## config.mk

```make
export PLATFORM = sky130hd
export DESIGN_NAME = fetch_seq_ctrl
export DESIGN_NICKNAME = d
export VERILOG_FILES = /design/src/rtl/fetch_seq_ctrl.sv
export SDC_FILE = /design/constraint.sdc
export NUM_CORES = 1
export LEC_CHECK = 0
export ABC_CLOCK_PERIOD_IN_PS = 9300
export BUFFER_PORTS_ARGS = -buffer_cell sky130_fd_sc_hd__buf_2
export CAP_MARGIN = 5
export CORE_AREA = 2 2 82 84
export CTS_BUF_LIST = sky130_fd_sc_hd__clkbuf_8
export CTS_CLUSTER_SIZE = 14
export DETAILED_ROUTE_END_ITERATION = 8
export DIE_AREA = 0 0 84 86
export PLACE_DENSITY = 0.82
export SYNTH_ARGS = -nofsm -noshare
export SYNTH_HDL_FRONTEND = slang
export SYNTH_SLANG_ARGS = --single-unit
```

## constraint.sdc

```tcl
create_clock -name clk -period 9.3 [get_ports clk]
set_input_delay 1.86 -clock clk [delete_from_list [all_inputs] [get_ports clk]]
set_output_delay 1.86 -clock clk [all_outputs]
set_load 0.01 [all_outputs]
```

## src/rtl/fetch_seq_ctrl.sv

```systemverilog
// fetch_seq_ctrl
// Program-counter owner for the single-cycle core. Each cycle it picks the
// next fetch address from sequential increment, conditional branch, absolute
// jump, stall hold or halt. It buffers one redirect while instruction memory
// is busy, and pulses flush to decode whenever a redirect is applied.
//
// Ports:
//   clk        system clock, rising edge
//   rst        synchronous active-high reset
//   hlt        halt request from decode
//   stall      hazard stall, hold the PC this cycle
//   br_taken   conditional branch resolved taken
//   br_off     signed word offset, relative to iaddr+1
//   jmp        absolute redirect request (wins over br_taken)
//   jmp_tgt    absolute jump target
//   imem_rdy   instruction memory accepted iaddr and returned data
//   iaddr      current fetch address (registered)
//   pc_plus1   iaddr+1 (combinational)
//   fetch_vld  instruction at iaddr is valid this cycle
//   flush      registered one-cycle pulse, kill the instruction in decode
//   halted     core is halted
//
// State  | meaning
// -------+----------------------------------------------------------
// RUN    | normal fetch; fetch_vld follows imem_rdy
// WAIT   | memory busy; hold iaddr, collect the newest redirect
// HALT   | PC frozen until reset
module fetch_seq_ctrl #(
    parameter int AW    = 16,
    parameter int OFF_W = 9
) (
    input  logic             clk,
    input  logic             rst,
    input  logic             hlt,
    input  logic             stall,
    input  logic             br_taken,
    input  logic [OFF_W-1:0] br_off,
    input  logic             jmp,
    input  logic [AW-1:0]    jmp_tgt,
    input  logic             imem_rdy,
    output logic [AW-1:0]    iaddr,
    output logic [AW-1:0]    pc_plus1,
    output logic             fetch_vld,
    output logic             flush,
    output logic             halted
);

    typedef enum logic [1:0] {
        ST_RUN  = 2'd0,
        ST_WAIT = 2'd1,
        ST_HALT = 2'd2
    } state_t;

    state_t        state, state_nxt;
    logic [AW-1:0] iaddr_nxt;
    logic          pend_vld, pend_vld_nxt;
    logic [AW-1:0] pend_tgt, pend_tgt_nxt;
    logic          flush_nxt;
    logic          redirect;
    logic [AW-1:0] off_ext;
    logic [AW-1:0] tgt;

    assign pc_plus1  = iaddr + 1'b1;
    assign off_ext   = {{(AW-OFF_W){br_off[OFF_W-1]}}, br_off};
    assign redirect  = jmp | br_taken;
    assign tgt       = jmp ? jmp_tgt : (pc_plus1 + off_ext);
    assign fetch_vld = (state == ST_RUN) && imem_rdy;
    assign halted    = (state == ST_HALT);

    always_comb begin
        state_nxt    = state;
        iaddr_nxt    = iaddr;
        pend_vld_nxt = pend_vld;
        pend_tgt_nxt = pend_tgt;
        flush_nxt    = 1'b0;
        case (state)
            ST_RUN: begin
                if (redirect && imem_rdy) begin
                    iaddr_nxt = tgt;
                    flush_nxt = 1'b1;
                end else if (redirect) begin
                    pend_tgt_nxt = tgt;
                    pend_vld_nxt = 1'b1;
                    state_nxt    = ST_WAIT;
                end else if (!imem_rdy) begin
                    state_nxt = ST_WAIT;
                end else if (stall) begin
                    // hold; hlt is deliberately not looked at while stalled
                    iaddr_nxt = iaddr;
                end else if (hlt) begin
                    state_nxt = ST_HALT;
                end else begin
                    iaddr_nxt = pc_plus1;
                end
            end
            ST_WAIT: begin
                if (imem_rdy) begin
                    state_nxt    = ST_RUN;
                    pend_vld_nxt = 1'b0;
                    // a redirect arriving on the release cycle is the newest one
                    if (redirect) begin
                        iaddr_nxt = tgt;
                        flush_nxt = 1'b1;
                    end else if (pend_vld) begin
                        iaddr_nxt = pend_tgt;
                        flush_nxt = 1'b1;
                    end
                end else if (redirect) begin
                    pend_tgt_nxt = tgt;
                    pend_vld_nxt = 1'b1;
                end
            end
            ST_HALT: begin
                state_nxt = ST_HALT;
            end
            default: begin
                state_nxt = ST_RUN;
            end
        endcase
    end

    always_ff @(posedge clk) begin
        if (rst) begin
            state    <= ST_RUN;
            iaddr    <= '0;
            pend_vld <= 1'b0;
            pend_tgt <= '0;
            flush    <= 1'b0;
        end else begin
            state    <= state_nxt;
            iaddr    <= iaddr_nxt;
            pend_vld <= pend_vld_nxt;
            pend_tgt <= pend_tgt_nxt;
            flush    <= flush_nxt;
        end
    end

endmodule

```

==> results.py <==
metrics = {
    "grt": {
        "grt_pass1_vias": 2987,
        "grt_max_degree": 37,
        "antenna_found_initial": 0,
        "grt_use_total_pct": 25.0,
        "gr-total-overflow": 0,
        "grt_first_pass_wirelength_um": 14500,
    },
    "clock_tree": {
        "clk_latency_ps": 290,
        "clk_pin_slew_worst_paths_ps": 70,
        "post_cts_buffers": 0,
        "ctsResizeCount": 0,
        "cts_hold_buf": 0,
        "clk_path_buf_depth": 2,
        "cts_buffers": 5,
        "cts-root-buf": "clkbuf_8",
        "clock_sinks": 36,
        "htreeDepth": 2,
        "cts_tree": "yes",
    },
    "final_layout": {
        "layout_common_cells": "66 x buf_2, 44 x nand2_1, 38 x nor2_1",
        "layout-drive-gt1-share_pct": 18.6,
        "multi_input_area_um2": 2210,
        "n_antenna_cell": 0,
        "layout_commonest_cell": "buf_2",
        "nets": 503,
        "fillers": 581,
        "synthToLayoutAreaGrowth_pct": 13.6,
        "seq_area_um2": 721,
    },
    "floorplan": {
        "io_pins": 67,
        "dieArea_um2": 7220,
        "fp-row-count": 29,
        "coreArea_um2": 6280,
        "die_w_um": 84,
        "start_util_pct": 48.7,
        "dieHeight_um": 86,
    },
    "pwr": {
        "ir_drop_uv": 101,
        "power_density_nw_per_um2": 137,
        "p_leak_nw": 1.56,
        "power_w": 0.000476,
    },
    "job": {
        "drv_cap": 0,
    },
    "synth": {
        "syn_avg_cell_area_um2": 7.64,
        "yosysSeqAreaShare_pct": 23.6,
        "yosys_warnings": 0,
        "async_flop_share_pct": 0,
        "synth_flop_cell": "dfxtp_1",
        "yosysUniqueCellTypes": 57,
        "ys_ff_latch": 36,
        "synth_fp_nets": 453,
        "synth_edf_count": 0,
        "postSynthCellCount": 400,
        "syn_area_um2": 3060,
    },
    "drt": {
        "via_per_inst": 6.27,
        "drc_errors": 0,
        "ant_nets": 0,
        "first_iter_violations": 394,
        "dr_wl_met3_um": 674,
        "met2_wirelength_um": 4270,
        "maxUsedRoutingLayer": "met4",
        "first_pass_iters": 5,
        "vias": 3313,
        "met1Wirelength_um": 4000,
        "wl_per_cell_um": 17.4,
        "totalWireLength_um": 9210,
    },
    "worst_setup_path": {
        "cp_common_cell": "buf_2",
        "crit_required_ps": 7440,
        "path_max_fanout": 9,
        "crit_type": "in -> out",
        "cpPeakStageDelay_ps": 180,
        "cp_num_buf_inv": 2,
        "reg2reg_depth": 13,
        "start_kind": "input port",
        "cp-end-kind": "output port",
        "worstSetupPathDepth": 4,
        "slowest_stage": "buf_2",
        "critical-path-top-delay-family": "buffers and inverters",
        "worstPathArrival_ps": 2380,
        "cp_cell_sequence": "buf_2 > nand2b_1 > nor2_1 > buf_2",
    },
    "hold_path": {
        "whs_path_depth": 2,
        "hold_path_class": "reg -> reg",
    },
    "timing": {
        "max_freq_mhz": 236,
        "slew_headroom_pct": 21.9,
        "rsz0062_at_grt": "false",
        "min_period_ps": 4240,
        "clock_skew_ps": 3.99,
        "final-hold-violation-count": 0,
        "worst_pin_slew_ps": 1160,
        "tns_ps": 0,
        "period_share_pct": 45.6,
        "finalSetupViolations": 0,
        "slew_violations": 0,
        "worst_hold_slack_ps": 463,
    },
    "run_status": {
        "status": "finished, final reports clean",
    },
    "place": {
        "hpwl_um": 6760,
        "gp_congestion": 0.972,
        "portBuffers": 66,
    },
}
==> power breakdown <==
part | internal [W] | total (W) | switching (W)
combinational | 0.0000720 | 0.000179 | 0.000107
clock | 0.0000583 | 0.000116 | 0.0000577
sequential | 0.000168 | 0.000181 | 0.0000138
total | 0.000298 | 0.000476 | 0.000178
==> state kept, by name (all words and copies together), names as in the netlist <==
signal,cells
pend_vld,1
state,2
pend_tgt,16
iaddr,16
flush,1
==> metal layers <==
metal | vias up | track usage (%)
li1 | 1577 | -
met4 | 0 | 10.1
met5 | - | 0
met1 | 1518 | 32.3
met2 | 190 | 41.8
met3 | 28 | 4.14
==> cell type report <==
| class | instances | area share, % |
|---|---|---|
| Clock inverter | 2 | 0.216 |
| Tap cell | 77 | 2.77 |
| Inverter | 6 | 0.649 |
| Clock buffer | 6 | 2.38 |
| Multi-Input combinational cell | 335 | 63.7 |
| Timing Repair Buffer | 66 | 9.51 |
| Sequential cell | 36 | 20.8 |
==> synthesized netlist by cell type (9+ instances only) <==
cell | number | area (µm²)
clkbuf_1 | 11 | 41.3
nand3_1 | 10 | 50.1
ha_1 | 20 | 250
a21oi_1 | 32 | 160
or3_1 | 9 | 56.3
nor2b_1 | 9 | 56.3
nor2_1 | 38 | 143
buf_2 | 9 | 45.0
o21ai_0 | 20 | 100
nand2_1 | 44 | 165
dfxtp_1 | 36 | 721
a211oi_1 | 17 | 128
xnor2_1 | 18 | 158
==> cell families after synthesis <==
kind of cell / Yosys count / synth area share [%]
fa+ha+maj: 21 / 8.84
mux: 8 / 2.62
compound gates: 129 / 28.4
buf+inv: 29 / 4.05
simple gates: 150 / 24.6
flops: 36 / 23.6
xor+xnor: 27 / 7.98
==> metrics by stage <==
step           area, µm²  setup WS (ps)  util, %  instances
6_report            3470           5060     55.3        528
5_1_grt             3470           5010     55.3        528
4_1_cts             3470           5060     55.3        528
3_5_place_dp        3380           5060     53.9        520
3_3_place_gp        3380           5090     53.9        520
2_1_floorplan       3060           5030        -        400
==> final timing paths <==
path / from / slack (ps) / end
setup / recovery: imem_rdy / 5060 / fetch_vld
hold / removal: pend_tgt[2]$_SDFFE_PP0P_ / 460 / pend_tgt[2]$_SDFFE_PP0P_
setup reg to reg: iaddr[0]$_SDFFE_PP0P_ / 5650 / pend_tgt[15]$_SDFFE_PP0P_
hold reg to reg: pend_tgt[2]$_SDFFE_PP0P_ / 460 / pend_tgt[2]$_SDFFE_PP0P_
==> worst min-delay path: stages (launching register included) <==
cell     delay [ps]
dfxtp_1         320
nand2_1          50
a21oi_1          50
(Power assumes the default switching activity.)
